[src/rtl/uart_receiver.sv]
`default_nettype none
// ============================================================================
//  Module      : uart_receiver
//  Description : Oversampling UART receive stage. Synchronizes the serial
//                line, validates the start bit at mid-bit, samples
//                DATA_BITS data bits LSB-first and checks the stop bit.
//                Good bytes are handed to the host with a ready flag.
//  Revision    : 1.0 - initial release
// ============================================================================
module uart_receiver #(
  parameter int DATA_BITS  = 8,
  parameter int OVERSAMPLE = 16
) (
  input  logic                 clk_50m,
  input  logic                 rst_n,
  input  logic                 clken,
  input  logic                 rx,
  input  logic                 rdy_clr,
  output logic [DATA_BITS-1:0] data,
  output logic                 rdy,
  output logic                 frame_err,
  output logic                 overrun,
  output logic                 rx_busy
);

  // Counter widths; both are kept at least one bit wide.
  localparam int c_cnt_w = (OVERSAMPLE > 2) ? $clog2(OVERSAMPLE) : 1;
  localparam int c_pos_w = (DATA_BITS > 1) ? $clog2(DATA_BITS) : 1;

  localparam logic [1:0] c_idle  = 2'd0;
  localparam logic [1:0] c_start = 2'd1;
  localparam logic [1:0] c_data  = 2'd2;
  localparam logic [1:0] c_stop  = 2'd3;

  // Start bit is accepted at its middle; every later sample is one full
  // bit period after the previous one.
  localparam logic [c_cnt_w-1:0] c_half_last   = c_cnt_w'(OVERSAMPLE / 2 - 1);
  localparam logic [c_cnt_w-1:0] c_sample_last = c_cnt_w'(OVERSAMPLE - 1);
  localparam logic [c_cnt_w-1:0] c_sample_one  = c_cnt_w'(1);
  localparam logic [c_pos_w-1:0] c_bit_last    = c_pos_w'(DATA_BITS - 1);
  localparam logic [c_pos_w-1:0] c_bit_one     = c_pos_w'(1);

  logic                 r_rx_meta;
  logic                 r_rx_s;
  logic [1:0]           r_state;
  logic [1:0]           w_state_nxt;
  logic [c_cnt_w-1:0]   r_sample;
  logic [c_pos_w-1:0]   r_bitpos;
  logic [DATA_BITS-1:0] r_shift;
  logic [DATA_BITS-1:0] r_data;
  logic                 r_rdy;
  logic                 r_frame_err;
  logic                 r_overrun;
  logic                 w_sample_last;
  logic                 w_stop_tick;
  logic                 w_frame_good;
  logic                 w_frame_bad;

  assign w_sample_last = (r_sample == c_sample_last);

  // Two-flop synchronizer; resets to the idle-high line level.
  always_ff @(posedge clk_50m or negedge rst_n) begin
    if (!rst_n) begin
      r_rx_meta <= 1'b1;
      r_rx_s    <= 1'b1;
    end else begin
      r_rx_meta <= rx;
      r_rx_s    <= r_rx_meta;
    end
  end

  // FSM state register.
  always_ff @(posedge clk_50m or negedge rst_n) begin
    if (!rst_n) begin
      r_state <= c_idle;
    end else begin
      r_state <= w_state_nxt;
    end
  end

  // FSM next-state logic; the FSM only moves on clken ticks.
  always_comb begin
    w_state_nxt = r_state;
    if (clken) begin
      case (r_state)
        c_idle: begin
          if (!r_rx_s) begin
            w_state_nxt = c_start;
          end
        end
        c_start: begin
          // Line back high before mid-bit means a glitch, not a start bit.
          if (r_rx_s) begin
            w_state_nxt = c_idle;
          end else if (r_sample == c_half_last) begin
            w_state_nxt = c_data;
          end
        end
        c_data: begin
          if (w_sample_last && (r_bitpos == c_bit_last)) begin
            w_state_nxt = c_stop;
          end
        end
        c_stop: begin
          if (w_sample_last) begin
            w_state_nxt = c_idle;
          end
        end
        default: begin
          w_state_nxt = c_idle;
        end
      endcase
    end
  end

  // FSM outputs: busy flag and the stop-bit verdict strobes.
  always_comb begin
    rx_busy      = (r_state != c_idle);
    w_stop_tick  = clken && (r_state == c_stop) && w_sample_last;
    w_frame_good = w_stop_tick && r_rx_s;
    w_frame_bad  = w_stop_tick && !r_rx_s;
  end

  // Sample counter, bit index and data shift register.
  always_ff @(posedge clk_50m or negedge rst_n) begin
    if (!rst_n) begin
      r_sample <= '0;
      r_bitpos <= '0;
      r_shift  <= '0;
    end else if (clken) begin
      case (r_state)
        c_idle: begin
          // The detect tick counts as sample 0 of the start bit.
          if (!r_rx_s) begin
            r_sample <= c_sample_one;
          end else begin
            r_sample <= '0;
          end
        end
        c_start: begin
          if (!r_rx_s) begin
            if (r_sample == c_half_last) begin
              r_sample <= '0;
              r_bitpos <= '0;
            end else begin
              r_sample <= r_sample + c_sample_one;
            end
          end
        end
        c_data: begin
          if (w_sample_last) begin
            r_shift[r_bitpos] <= r_rx_s;
            r_sample          <= '0;
            if (r_bitpos != c_bit_last) begin
              r_bitpos <= r_bitpos + c_bit_one;
            end
          end else begin
            r_sample <= r_sample + c_sample_one;
          end
        end
        c_stop: begin
          if (w_sample_last) begin
            r_sample <= '0;
          end else begin
            r_sample <= r_sample + c_sample_one;
          end
        end
        default: begin
          r_sample <= '0;
        end
      endcase
    end
  end

  // Host-facing flags; a completing byte takes priority over rdy_clr.
  always_ff @(posedge clk_50m or negedge rst_n) begin
    if (!rst_n) begin
      r_data      <= '0;
      r_rdy       <= 1'b0;
      r_frame_err <= 1'b0;
      r_overrun   <= 1'b0;
    end else begin
      if (w_frame_good) begin
        r_data      <= r_shift;
        r_rdy       <= 1'b1;
        r_frame_err <= 1'b0;
        if (r_rdy && !rdy_clr) begin
          r_overrun <= 1'b1;
        end
      end else begin
        if (w_frame_bad) begin
          r_frame_err <= 1'b1;
        end
        if (rdy_clr) begin
          r_rdy     <= 1'b0;
          r_overrun <= 1'b0;
        end
      end
    end
  end

  assign data      = r_data;
  assign rdy       = r_rdy;
  assign frame_err = r_frame_err;
  assign overrun   = r_overrun;

endmodule
`default_nettype wire

[config.mk]
export PLATFORM = sky130hd
export DESIGN_NAME = uart_receiver
export DESIGN_NICKNAME = d
export VERILOG_FILES = /design/src/rtl/uart_receiver.sv
export SDC_FILE = /design/constraint.sdc
export NUM_CORES = 1
export LEC_CHECK = 0
export CAP_MARGIN = 20
export CORE_MARGIN = 2
export CORE_UTILIZATION = 54
export CTS_CLUSTER_SIZE = 40
export DETAILED_ROUTE_END_ITERATION = 12
export GPL_ROUTABILITY_DRIVEN = 0
export GPL_TIMING_DRIVEN = 0
export PLACE_DENSITY_LB_ADDON = 0.05
export SLEW_MARGIN = 20
export SYNTH_ARGS = -nofsm -noshare
export SYNTH_HDL_FRONTEND = slang
export SYNTH_SLANG_ARGS = --single-unit
[constraint.sdc]
create_clock -name clk_50m -period 2.25 [get_ports clk_50m]
set_input_delay 0.45 -clock clk_50m [delete_from_list [all_inputs] [get_ports clk_50m]]
set_output_delay 0.45 -clock clk_50m [all_outputs]
set_load 0.005 [all_outputs]
Yosys cells after proc, flatten, opt, wreduce, memory -nomap -nowiden --
Index checks and enable logic that the tools add are counted.
Storage, ports and cells: logic and storage cells 75, bits of input ports 5, output and inout bits 12, flip-flop bits (word level) 30
Cells by class: add/subtract/negate cells 2, mux-type cells 25, equal/unequal tests 16, order comparisons 2, reduce and logical (&&, ||, !) cells 20
Operator list (count):
- $ne A2 B2 Y1 const B | 7
- $mux W3 | 4
- $mux W4 | 3
- $pmux W4 S3 | 1
- $mux W2 | 5
- $bwmux W8 | 1
- $mux W1 | 8
- $pmux W2 S4 | 1
- $reduce_bool A2 Y1 | 4
- $logic_and A1 B1 Y1 | 7
- $ne A3 B3 Y1 const B | 2
- $pmux W3 S2 | 1
- $reduce_and A6 Y1 | 1
- $reduce_and A5 Y1 | 1
- $add A4 B1 Y4 const B | 1
- $eq A2 B2 Y1 const B | 2
- $eq A4 B3 Y1 const B | 1
- $eq A4 B4 Y1 const B | 1
- $lt A3 B4 Y1 const B | 1
- $reduce_and A2 Y1 | 2
- $add A3 B1 Y3 const B | 1
- $demux W1 S3 | 1
- $eq A3 B3 Y1 const B | 1
- $ge A3 B1 Y1 const B | 1
- 6 further kinds | 7

Depth between registers and ports, before layout --
Gate-level depths: netlist (run 1).
word-level depth 6, depth in mapped cells 6, mapped depth without buffers 6

Least setup slack after synthesis (run 1) --
No wires, ideal clock.
kind register -> register, from reg r_sample[0], to reg r_shift[5], cell stages (with the launch flop) 6, data arrival time 1.533 ns, clock period less this slack 1.658 ns, setup time 0.125 ns, slack 0.592 ns, path buffers 0, required time 2.125 ns, cells stage by stage dfrtp_1 -> ha_1 -> and4_1 -> nand3_2 -> nor3b_1 -> mux2_2
On the way: longest elaborated chain between the ends 2
RTL lines:
- from (decl) | line 47 | logic [c_cnt_w-1:0] r_sample;
- from (signal assigned) | line 135 | r_sample <= c_sample_one;
- from (signal assigned) | line 146 | r_sample <= r_sample + c_sample_one;
- from (signal assigned) | line 158 | r_sample <= r_sample + c_sample_one;
- $eq A4 B4 Y1 | line 59 | assign w_sample_last = (r_sample == c_sample_last);
- $reduce_and A3 Y1 (no source line)
- to (signal, indexed assignment) | line 152 | r_shift[r_bitpos] <= r_rx_s;
- to (decl) | line 49 | logic [DATA_BITS-1:0] r_shift;
Every way passes these cells. A chain may end at the register's enable or synchronous reset.

Worst setup path in the final report (run 1) --
from reg r_state[0], to out rx_busy
On the way: longest elaborated chain between the ends 1
RTL lines:
- from (decl) | line 45 | logic [1:0] r_state;
- from (signal assigned) | line 75 | r_state <= c_idle;
- from (signal assigned) | line 77 | r_state <= w_state_nxt;
- $reduce_bool A2 Y1 | line 118 | rx_busy = (r_state != c_idle);
- to (decl) | line 23 | output logic rx_busy
Every way passes these cells.

==> run metrics, run 1 <==
total routing resource utilization after global routing=19.7%; Clock Sinks=30; type of the tightest min-delay check=input pin to async pin; sum of routed wire length over all layers=2550 um; total of flip-flops plus latches after synthesis=30; shortest clock period the worst path allows after layout=2120 ps; routed vias/inst=5.81; count of antenna diodes in the layout=0; synth-to-layout area growth=16.1%; IO Pins=17; number of resized instances in the post-cts repair step=0; worst-case clock skew=9.48 ps; layout cells sized above 1=17.0%; final count of pins violating max slew=0; Max IR drop VDD=0.000477 V; full die area=0.00304 mm2; Power, Total=963 uW; post-synthesis sequential area ratio=53.4%; final total negative setup slack=0 ps; endpoint of the worst register-to-register path=r_shift[5]$_DFFE_PN0P_; WP buf/inv=3; drt drc=0; wire length of the first global-routing pass=3930 um; static leakage=0.769 nW; cell area after synthesis=0.00141 mm2; filler-free cell count of the finished design=183; maximum number of pins on one net before global-route repair=31; initial cell density of the core=56.9%; number of global-route vias before repair=890; fillcell total=211; Top delay family on crit path=buffers and inverters; count of yosys warnings during synthesis=0; unrepaired setup endpoints after global routing=no; Synthesized Nets=139; level count of the clock H-tree=2; num rows=18; Worst path max stage delay=450 ps; final net count=161; minimum setup slack after placement=444 ps; Worst R2R Start=r_sample[0]$_DFFE_PN0P_; worst path required time=1800 ps; WS Path Type=flop to output pin; clock slew seen by the registers of the worst setup and hold paths=90 ps; Die Span Y=55.1 um; initial antenna violation count=0; max-capacitance violation count=0; Post-Route Utilization=66.1%; number of vias after detailed routing=1063; CTS Buffer Depth=2; clock latency reported for the late side of the worst-skew pair=330 ps; post-route cell area=0.00164 mm2; number of buffers created by CTS=5; Routed Antenna Nets=0; gate count after technology mapping=131; IO Port Bufs=15; core footprint=0.00248 mm2; Post-Synthesis Mean Instance Area=10.8 um2; cell-by-cell trace of the critical path=buf_2 > nor2_1 > inv_1 > clkdlybuf4s50_1; upper clock frequency limit=473 MHz; sort of element at the end of the critical path=output pin; number of setup buffers added after CTS=0; number of hold violations in the final report=0; Worst slew margin=57.1%; number of cells traversed by the worst register-to-register path=5; CTS tree=done; run status=completed; Critical Path Slowest Stage Cell=clkdlybuf4s50_1; Post-DP Area=0.00159 mm2; Arrival @ worst endpoint=1670 ps; CTS hold repair buffers=0; final routed wire length divided by cell count=13.9 um; sum of overflow across all layers after global routing=0; WHS=136 ps; area of combinational cells with multiple inputs=607 um2; slack of the worst reg-to-reg path=410 ps; Root Buffer Master=clkbuf_4; startpoint types=flop; final clock period utilization by the worst path=94.0%; final setup fails=0; drt initial violations=11; placed instance count=176; die width=55.1 um; number of optimization iterations in the first detailed-route pass=4; Power Dens Cells=588 mW/mm2; CP Max Fanout=10; slew at the pin closest to its max-slew limit=644 ps; final worst setup slack=135 ps; total half-perimeter wirelength after legalization and detailed placement=1810 um; total area of sequential cells=753 um2; number of distinct library cell variants in the gate-level netlist after synthesis=41
worst max-delay path by stage:
stage                                        from                     end  slack, ps  cells after the start
after floorplan           r_sample[0]$_DFFE_PN0P_  r_shift[5]$_DFFE_PN0P_        590                      5
after global placement                      rst_n     data[6]$_DFFE_PN0P_        260                      1
after detailed placement  r_sample[0]$_DFFE_PN0P_  r_shift[5]$_DFFE_PN0P_        440                      5
after CTS                  r_state[0]$_DFFE_PN0P_                 rx_busy        130                      4
after global routing       r_state[0]$_DFFE_PN0P_                 rx_busy         80                      4
final                      r_state[0]$_DFFE_PN0P_                 rx_busy        130                      4
final cells by class:
type	count	area share [%]
timing repair buffer	15	8.86
buffer	6	1.68
sequential	30	46.0
multi-input combinational	89	37.1
clock buffer	7	2.75
tap	30	2.29
inverter	6	1.38
power breakdown:
group	leakage [nW]	internal [mW]	switching (mW)
clock	0.0254	0.118	0.172
sequential	0.408	0.556	0.0161
combinational	0.335	0.0401	0.0614
total	0.769	0.714	0.249
per-layer routing:
layer | vias to the layer above | wire (um) | global-route usage (%)
met5 | - | 0 | 0
met4 | 0 | 70 | 14.6
met3 | 8 | 86 | 5.65
met2 | 20 | 1220 | 31.5
met1 | 526 | 1170 | 22.3
li1 | 509 | - | -
synth_stat cells:
master	count	area (um2)
nand3_1	4	20.0
and4_1	1	8.76
o21ai_0	10	50.1
nand4_1	1	6.26
nor4bb_1	1	10.0
nor3_1	3	15.0
nor4b_1	1	8.76
nor4_1	1	6.26
nand4_2	1	12.5
xor2_1	1	8.76
nand2_1	18	67.6
buf_2	4	20.0
or3_1	1	6.26
clkbuf_1	2	7.51
a31oi_1	2	12.5
a21oi_1	1	5.00
a22o_1	1	8.76
dfrtp_1	28	701
mux2_1	1	11.3
o22ai_1	1	6.26
or3b_1	1	8.76
o21ai_1	1	5.00
mux2_2	12	135
a211o_1	1	8.76
and2b_1	1	7.51
o31ai_1	1	7.51
nand3_2	1	10.0
o21bai_1	1	7.51
o32ai_1	1	8.76
dfstp_2	2	52.6
a21o_1	2	15.0
inv_1	6	22.5
and3_1	1	6.26
nor3b_1	3	22.5
nor2_1	6	22.5
o2bb2ai_1	1	8.76
a2bb2oi_1	1	8.76
or4_1	1	7.51
nand2b_1	1	6.26
ha_1	3	37.5
o221ai_1	1	8.76
flip-flops by register name, indices dropped and copies added, names as in the netlist, named ones only:
signal,cells
r_state,1
r_sample,4
r_bitpos,3
data,8
r_rx_meta,1
r_rx_s,1
overrun,1
frame_err,1
r_shift,8
rdy,1
logic make-up (layout without fill, tap and decap cells):
family	Yosys count	in the layout	synth area share, %
and+or+nand+nor	47	47	17.9
adders and majority gates	3	3	2.66
buffers and inverters	12	34	3.55
xor gates and xnor gates	1	1	0.621
DFF	30	30	53.4
AOI/OAI and AO/OA	25	25	11.4
muxes	13	13	10.4
layout by cell type (no fill, tap or decap), types with 2 or more instances in the layout:
master,n
a21o_1,2
a31oi_1,2
buf_2,5
clkbuf_1,4
clkbuf_4,5
clkdlybuf4s50_1,14
dfrtp_1,28
dfstp_2,2
ha_1,3
inv_1,6
mux2_2,12
nand2_1,18
nand3_1,4
nor2_1,6
nor3_1,3
nor3b_1,3
o21ai_0,10
No activity file was read; power rests on OpenSTA's default activity.
==> inputs of run 2 (changes only) <==
--- a/config.mk
+++ b/config.mk
@@ -6,7 +6,6 @@
 export NUM_CORES = 1
 export LEC_CHECK = 0
 export CAP_MARGIN = 20
-export CORE_MARGIN = 2
 export CORE_UTILIZATION = 54
 export CTS_CLUSTER_SIZE = 40
 export DETAILED_ROUTE_END_ITERATION = 12
==> constraint.sdc (replaced) <==
create_clock -name clk_50m -period 2.4 [get_ports clk_50m]
set_input_delay 0.48 -clock clk_50m [delete_from_list [all_inputs] [get_ports clk_50m]]
set_output_delay 0.48 -clock clk_50m [all_outputs]
set_load 0.005 [all_outputs]
==> run 2 against run 1 <==
Net effect: combinational power is 6% lower; die area fell by 7.1%; register-to-register slack better by 130 ps; cell count unchanged; sequential cell count unchanged; highest routed layer unchanged; largest cell class unchanged; via count down 1.8%; critical endpoint unchanged; worst hold slack better by 34 ps; largest power group unchanged; sequential share of layout area unchanged; sequential power down 6.1%; wire length up 2.0%.
==> run metrics, run 2 (same netlist as run 1, synthesis figures left out) <==
count of antenna diodes in the layout=0; total routing resource utilization after global routing=21.0%; startpoint of the worst setup timing path=r_state[0]$_DFFE_PN0P_; Routed Antenna Nets=0; number of resized instances in the post-cts repair step=0; post-route cell area=0.00164 mm2; Die Span Y=53.1 um; number of hold violations in the final report=0; Power Dens Cells=550 mW/mm2; type of the tightest min-delay check=input pin to async pin; Arrival @ worst endpoint=1650 ps; final net count=161; sort of element at the end of the critical path=output pin; wire length of the first global-routing pass=4060 um; endpoint of the worst register-to-register path=r_shift[5]$_DFFE_PN0P_; number of cells traversed by the worst register-to-register path=5; slack of the worst reg-to-reg path=540 ps; routed vias/inst=5.70; worst-case clock skew=5.53 ps; fraction of met1 tracks used by global routing=26.1%; Max IR drop VDD=0.000421 V; final count of pins violating max slew=0; sequential share of power=59.6%; Clock power frac=29.9%; number of vias after detailed routing=1044; sw power=231 uW; layout cells sized above 1=17.0%; final clock period utilization by the worst path=88.6%; clock slew seen by the registers of the worst setup and hold paths=80 ps; number of setup buffers added after CTS=0; initial antenna violation count=0; most frequent cells in the layout=dfrtp_1, nand2_1, clkdlybuf4s50_1; Power, Total=901 uW; number of optimization iterations in the first detailed-route pass=4; WS Path Type=flop to output pin; clock latency reported for the late side of the worst-skew pair=330 ps; worst path required time=1920 ps; core footprint=0.00248 mm2; run status=completed; Worst slew margin=56.7%; most common cell after layout, fill and taps aside=dfrtp_1; Worst R2R Start=r_sample[0]$_DFFE_PN0P_; number of buffers created by CTS=5; CTS Buffer Depth=2; Clock Sinks=30; Post-Route Utilization=66.1%; max-capacitance violation count=0; WHS=170 ps; global routing met3 resource utilization=7.76%; final total negative setup slack=0 ps; Post-DP Area=0.00159 mm2; full die area=0.00282 mm2; CTS tree=done; number of global-route vias before repair=909; static leakage=0.769 nW; P_int=669 uW; final routed wire length divided by cell count=14.2 um; CP Max Fanout=10; num rows=18; IO Port Bufs=15; unrepaired setup endpoints after global routing=no; Root Buffer Master=clkbuf_4; switching part of the total=25.7%; maximum number of pins on one net before global-route repair=31; GR Layer Usage met2=32.7%; synth-to-layout area growth=16.1%; initial cell density of the core=56.9%; die width=53.1 um; drt drc=0; final setup fails=0; sum of routed wire length over all layers=2600 um; startpoint types=flop; logic gate share of total power=10.5%; slew at the pin closest to its max-slew limit=650 ps; level count of the clock H-tree=2; total half-perimeter wirelength after legalization and detailed placement=1810 um; destination of the critical timing path=rx_busy; shortest clock period the worst path allows after layout=2130 ps; IO Pins=17; sum of overflow across all layers after global routing=0; CTS hold repair buffers=0; upper clock frequency limit=470 MHz; highest-utilization routing layer at the global route stage=met2; drt initial violations=22
run 2: per-layer routing:
metal / part of all wire, % / vias to the layer above
met5: 0 / -
li1: - / 508
met1: 46 / 504
met2: 47 / 25
met4: 1.6 / 0
met3: 4.8 / 7
run 2: final cells by class:
class | count | area, um2
buffer | 6 | 27.5
tap | 30 | 37.5
multi-input combinational | 89 | 607
clock buffer | 7 | 45.0
inverter | 6 | 22.5
sequential | 30 | 753
fill | 202 | 840
timing repair buffer | 15 | 145
run 2: worst min path at each step:
| stage | startpoint | endpoint | slack, ps | cells after the start |
|---|---|---|---|---|
| detailed placement | r_rx_meta$_DFF_PN1_ | r_rx_s$_DFF_PN1_ | 350 | 0 |
| global placement | r_rx_meta$_DFF_PN1_ | r_rx_s$_DFF_PN1_ | 350 | 0 |
| CTS | rst_n | r_shift[0]$_DFFE_PN0P_ | 190 | 1 |
| floorplan | rst_n | async pin | 180 | 0 |
| finish | rst_n | r_sample[2]$_DFFE_PN0P_ | 170 | 1 |
| global route | rst_n | r_sample[1]$_DFFE_PN0P_ | 220 | 1 |
run 2: critical path: stages, from the launching register on:
cell             delay (ps)
dfrtp_1                 400
buf_2                   190
nor2_1                  190
inv_1                    90
clkdlybuf4s50_1         450
run 2: power groups by stage:
| stage | clock network (mW) | logic (mW) | registers (mW) |
|---|---|---|---|
| 4_1_cts | 0.276 | 0.0953 | 0.536 |
| 6_report | 0.269 | 0.0949 | 0.537 |
| 3_5_place_dp | 0 | 0.0951 | 0.546 |
| 2_1_floorplan | 0 | 0.0639 | 0.542 |
| 5_1_grt | 0.294 | 0.105 | 0.539 |
| 3_3_place_gp | 0 | 0.0926 | 0.545 |
run 2: through the flow:
stage	cells	setup WS, ps
floorplan	131	729
global placement	176	377
detailed placement	176	583
CTS	183	259
global route	183	161
finish	183	273
